[config.mk]
export PLATFORM = sky130hd
export DESIGN_NAME = mpc_dot_acc_sat
export DESIGN_NICKNAME = d
export VERILOG_FILES = /design/src/rtl/mpc_dot_acc_sat.sv
export SDC_FILE = /design/constraint.sdc
export NUM_CORES = 1
export LEC_CHECK = 0
export CORE_MARGIN = 5
export CORE_UTILIZATION = 55
export DETAILED_ROUTE_END_ITERATION = 7
export MAX_ROUTING_LAYER = met4
export PLACE_DENSITY = 0.77
export SLEW_MARGIN = 0
export SYNTH_ARGS = -nofsm -noshare
export SYNTH_HDL_FRONTEND = slang
export SYNTH_SLANG_ARGS = --single-unit
[constraint.sdc]
create_clock -name clk -period 10.9 [get_ports clk]
set_clock_uncertainty 0.1 [all_clocks]
set_input_delay 2.18 -clock clk [delete_from_list [all_inputs] [get_ports clk]]
set_output_delay 2.18 -clock clk [all_outputs]
set_load 0.02 [all_outputs]
[src/rtl/mpc_dot_acc_sat.sv]
// mpc_dot_acc_sat
//   Dot-product accumulator placed directly after the signed 21x14 DSP48
//   multiplier. Operand validity is tracked through the multiplier latency.
//   The products of one vector are summed in a saturating accumulator. At
//   end of vector the sum is rounded (half toward +inf), shifted right by
//   FRAC_SH and saturated to OUT_W, so it can re-enter the multiplier as an
//   'a' operand.
// Ports
//   clk, rst     rising-edge clock, asynchronous active-high reset
//   ce           clock enable shared with the multiplier
//   in_valid     operand pair presented to the multiplier this cycle
//   in_last      with in_valid: final term of the vector
//   p            signed product from the multiplier
//   out_valid    one-cycle pulse, result fields valid
//   out_data     rounded, saturated dot product
//   out_sat      out_data was clipped
//   acc_ovf      accumulator saturated during this vector
//   out_terms    number of terms accumulated in this vector
//   busy         a valid term is in flight or a partial sum is open
module mpc_dot_acc_sat #(
  parameter int P_W     = 35,
  parameter int ACC_W   = 41,
  parameter int OUT_W   = 21,
  parameter int FRAC_SH = 13,
  parameter int MUL_LAT = 3,
  parameter int CNT_W   = 7
) (
  input  logic             clk,
  input  logic             rst,
  input  logic             ce,
  input  logic             in_valid,
  input  logic             in_last,
  input  logic [P_W-1:0]   p,
  output logic             out_valid,
  output logic [OUT_W-1:0] out_data,
  output logic             out_sat,
  output logic             acc_ovf,
  output logic [CNT_W-1:0] out_terms,
  output logic             busy
);

  localparam int SH_W = ACC_W + 1 - FRAC_SH;
  localparam logic [ACC_W:0] RND_HALF = (ACC_W+1)'(1) << (FRAC_SH - 1);
  localparam logic [ACC_W-1:0] ACC_MAX = {1'b0, {(ACC_W-1){1'b1}}};
  localparam logic [ACC_W-1:0] ACC_MIN = {1'b1, {(ACC_W-1){1'b0}}};
  localparam logic [OUT_W-1:0] OUT_MAX = {1'b0, {(OUT_W-1){1'b1}}};
  localparam logic [OUT_W-1:0] OUT_MIN = {1'b1, {(OUT_W-1){1'b0}}};

  logic [MUL_LAT-1:0] vd, ld;
  logic [ACC_W-1:0]   acc, acc_next, p_ext;
  logic [ACC_W:0]     sum_wide, rnd;
  logic [SH_W-1:0]    sh;
  logic [CNT_W-1:0]   cnt, cnt_next;
  logic               ovf_q, ovf_next, open_q;
  logic [OUT_W-1:0]   res_next;
  logic               sat_next;

  always_comb begin
    p_ext    = {{(ACC_W-P_W){p[P_W-1]}}, p};
    sum_wide = {acc[ACC_W-1], acc} + {p_ext[ACC_W-1], p_ext};
    acc_next = acc;
    ovf_next = ovf_q;
    cnt_next = cnt;
    if (!open_q) begin
      // first term of a vector: load, never overflows (P_W < ACC_W)
      acc_next = p_ext;
      ovf_next = 1'b0;
      cnt_next = CNT_W'(1);
    end else begin
      if (sum_wide[ACC_W] != sum_wide[ACC_W-1]) begin
        ovf_next = 1'b1;
        acc_next = sum_wide[ACC_W] ? ACC_MIN : ACC_MAX;
      end else begin
        acc_next = sum_wide[ACC_W-1:0];
      end
      if (cnt != '1) cnt_next = cnt + 1'b1;
    end
    // one guard bit keeps the rounding add from wrapping at +max
    rnd = {acc_next[ACC_W-1], acc_next} + RND_HALF;
    sh  = rnd[ACC_W:FRAC_SH];
    if ((&sh[SH_W-1:OUT_W-1]) || !(|sh[SH_W-1:OUT_W-1])) begin
      res_next = sh[OUT_W-1:0];
      sat_next = 1'b0;
    end else begin
      res_next = sh[SH_W-1] ? OUT_MIN : OUT_MAX;
      sat_next = 1'b1;
    end
  end

  always_ff @(posedge clk or posedge rst) begin
    if (rst) begin
      vd        <= '0;
      ld        <= '0;
      acc       <= '0;
      cnt       <= '0;
      ovf_q     <= 1'b0;
      open_q    <= 1'b0;
      out_valid <= 1'b0;
      out_data  <= '0;
      out_sat   <= 1'b0;
      acc_ovf   <= 1'b0;
      out_terms <= '0;
    end else begin
      out_valid <= 1'b0;
      if (ce) begin
        vd <= {vd[MUL_LAT-2:0], in_valid};
        ld <= {ld[MUL_LAT-2:0], in_valid & in_last};
        if (vd[MUL_LAT-1]) begin
          acc    <= acc_next;
          ovf_q  <= ovf_next;
          cnt    <= cnt_next;
          open_q <= !ld[MUL_LAT-1];
          if (ld[MUL_LAT-1]) begin
            out_valid <= 1'b1;
            out_data  <= res_next;
            out_sat   <= sat_next;
            acc_ovf   <= ovf_next;
            out_terms <= cnt_next;
          end
        end
      end
    end
  end

  assign busy = (|vd) | open_q;

endmodule

==> metrics.md <==
| Metric | Value |
|---|---|
| Initial antenna violation count | 0 |
| Layout cells sized above 1 | 5.85% |
| Max-slew violations | 0 |
| Max-cap viol count | 0 |
| GRT met2 Usage | 41.4% |
| Status | completed |
| Largest net degree at the start of global routing | 61 |
| Commonest non-fill, non-tap cell in the layout | nand2_1 |
| Port Buffers | 71 |
| CTS buffer count | 9 |
| Power per standard cell area | 368 mW/mm^2 |
| Crit end category | register |
| Ys Warns | 0 |
| Total setup buffers inserted after CTS | 0 |
| Min-delay worst type | reg2reg |
| Max Root-Sink Buffers | 2 |
| Worst EP required | 11.02 ns |
| Routability cong. | 0.974 |
| Reg2Reg Launch Point | acc[2] |
| Period minus WS final | 8.60 ns |
| RSZ-0062 raised after global routing | false |
| Pleak | 3.52 nW |
| Post-layout util | 64.0% |
| HPWL after DPL | 16.5 mm |
| Hold Violations, Final | 0 |
| I/O pins | 72 |
| Synth Flop Type | dfrtp_1 |
| DRT antenna net count | 0 |
| Max Fclk | 0.116 GHz |
| H-tree depth | 3 |
| Clk slew on worst S/H paths | 0.07 ns |
| CTS tree | done |
| Final setup violation count | 0 |
| GRT Util Overall | 28.4% |
| Post-synth EDFFs | 0 |
| Synth Area per Inst | 7.77 sq um |
| DIE AREA | 0.0162 sq mm |
| Vias | 7389 |
| Slowest stage delay, CP | 0.79 ns |
| VDD IR-drop max | 0.000177 V |
| Min-Delay Startpoint | acc[30] |
| DRC | 0 |
| Cell count after synthesis | 971 |
| Root Driver | clkbuf_16 |
| Vias/cell | 6.24 |
| GR peak layer | met2 |
| CTS sink cnt | 87 |
| Max stage delay cell, worst path | nand2_1 |
| Die width | 127 um |
| Post-synthesis sequential area ratio | 28.9% |
| Crit Path Class | in2reg |
| Most frequent cells in the layout | 149 x nand2_1, 113 x a21oi_1, 99 x o21ai_0 |
| Async S/R FF share, synth | 100% |
| Cell area after synthesis | 0.00754 sq mm |
| Routed length per instance | 18.6 um |
| Post-Syn Nets | 1055 |
| CTS Hold Buffers Added | 0 |
| Hold Slack | 0.384 ns |
| Fin Setup TNS | 0 ns |
| Post-synthesis cell type count | 85 |
| N_diodes | 0 |
| CP Data Arrival Time | 8.72 ns |
| Synth-to-layout area growth | 13.2% |
| Starting Density | 56.5% |
| Least-Margin Pin Slew | 0.962 ns |
| Crit-path max FO | 29 |
| Die Height | 127 um |
| # nets final | 1087 |
| Post-cts resize count | 0 |
| DR pass1 iterations | 5 |
| Flops & latches, synth | 87 |
| Iteration-0 DRC Markers | 703 |
| Core area | 0.0133 sq mm |
| Startpoint types | input port |
| Crit share post-route | 78.9% |
| Row count | 42 |
| CP Cell Sequence | clkdlybuf4s50_1, ha_1, and3_1, and3_1, a221oi_1, o21ai_0, o21ai_1, nand2_1, nand2_1, a31oi_1, nand3_1, nand2b_1, or4_1, a211oi_1, nor3b_2, a41o_2, o22ai_1 |
| Met3 usage | 5.13% |
| Number of global-route vias before repair | 7108 |
| First-pass GRT wire length | 36.2 mm |
| Total congestion overflow | 0 |
| Skew-Pair Late Insertion Delay | 0.36 ns |
| Global-route met1 utilization | 40.4% |
| Final WL | 22.1 mm |
| Slew margin rel. | 35.7% |
| CP Launch Point | p[34] |
final timing paths:
kind | cells past startpoint | to | slack [ns]
worst max-delay path | 17 | out_data[17] | 2.30
worst min-delay path | 2 | acc[30] | 0.38
worst max register to register | 16 | out_data[17] | 4.25
worst min register to register | 2 | acc[30] | 0.38
max in group asynchronous | 3 | vd[1] | 7.51
min in group asynchronous | 2 | acc[40] | 2.06
through the flow:
step	instances	setup WS [ns]	cell area [sq um]	total power, mW
global placement	1168	2.32	8250	2.74
floorplan	971	4.41	7540	2.21
detailed placement	1168	2.11	8250	2.76
finish	1184	2.30	8540	3.14
CTS	1184	2.46	8540	3.10
global route	1184	1.77	8540	3.39
cell usage after synthesis (all sizes together) (3+ instances only):
| library cell | n | area share [%] |
|---|---|---|
| xor2 | 26 | 3.0 |
| and2 | 9 | 0.75 |
| and3 | 10 | 0.85 |
| nor2 | 80 | 4.0 |
| a31oi | 9 | 0.75 |
| nand2 | 150 | 7.5 |
| or3 | 6 | 0.50 |
| a21oi | 114 | 7.6 |
| nor4 | 7 | 1.1 |
| o2bb2ai | 7 | 0.90 |
| maj3 | 4 | 0.53 |
| xnor2 | 33 | 3.8 |
| o2111ai | 4 | 0.55 |
| a31o | 3 | 0.35 |
| a22oi | 4 | 0.40 |
| ha | 43 | 7.1 |
| nand2b | 9 | 0.75 |
| buf | 36 | 3.0 |
| mux2 | 7 | 1.0 |
| nor3 | 16 | 1.1 |
| a2bb2oi | 9 | 1.0 |
| o21bai | 5 | 0.50 |
| o31a | 3 | 0.35 |
| a211oi | 12 | 1.3 |
| nand4 | 23 | 2.1 |
| dfrtp | 87 | 29 |
| inv | 19 | 0.95 |
| o211ai | 12 | 1.3 |
| o31ai | 9 | 0.90 |
| o21a | 10 | 0.99 |
| nand3 | 20 | 1.4 |
| nor2b | 5 | 0.41 |
| clkbuf | 23 | 1.1 |
| o21ai | 106 | 7.1 |
| or4 | 3 | 0.30 |
| a21o | 9 | 0.90 |
| mux2i | 3 | 0.40 |
registers in the layout, summed over array words and instances, names as in the netlist, 3 cells and up:
register	count
acc	41
out_terms	7
cnt	7
vd	3
ld	3
out_data	21
per-layer routing:
| metal | vias to the layer above | share of wire [%] |
|---|---|---|
| li1 | 3582 | - |
| met1 | 3473 | 47 |
| met2 | 292 | 43 |
| met3 | 42 | 7.3 |
| met4 | 0 | 2.2 |
| met5 | - | 0 |
critical path: cells and delay by family:
| kind | cells | cell delay, ns |
|---|---|---|
| AOI/OAI and AO/OA | 7 | 1.91 |
| adders and majority gates | 1 | 0.55 |
| buffers and inverters | 1 | 0.60 |
| and+or+nand+nor | 8 | 3.48 |
cells by family after synthesis:
family	Yosys count	share of synthesized area, %
xor gates and xnor gates	59	6.85
and+or+nand+nor	348	21.9
DFF	87	28.9
AOI/OAI and AO/OA	341	27.9
buffers and inverters	78	5.04
muxes	10	1.44
adders and majority gates	48	7.93
area by class of cell:
class	count	area, sq um
tap	176	220
fill	1227	4810
clock inverter	7	66.3
timing repair buffer	80	778
multi-input combinational	806	5000
clock buffer	9	225
sequential	87	2180
inverter	19	72.6
report_power, final:
part           leakage (nW)  total (mW)  switching [mW]  internal, mW
Sequential             1.03       0.543          0.0879         0.455
Clock                 0.141       0.315           0.155         0.160
Combinational          2.35        2.28            1.43         0.852
(Power assumes the default switching activity.)
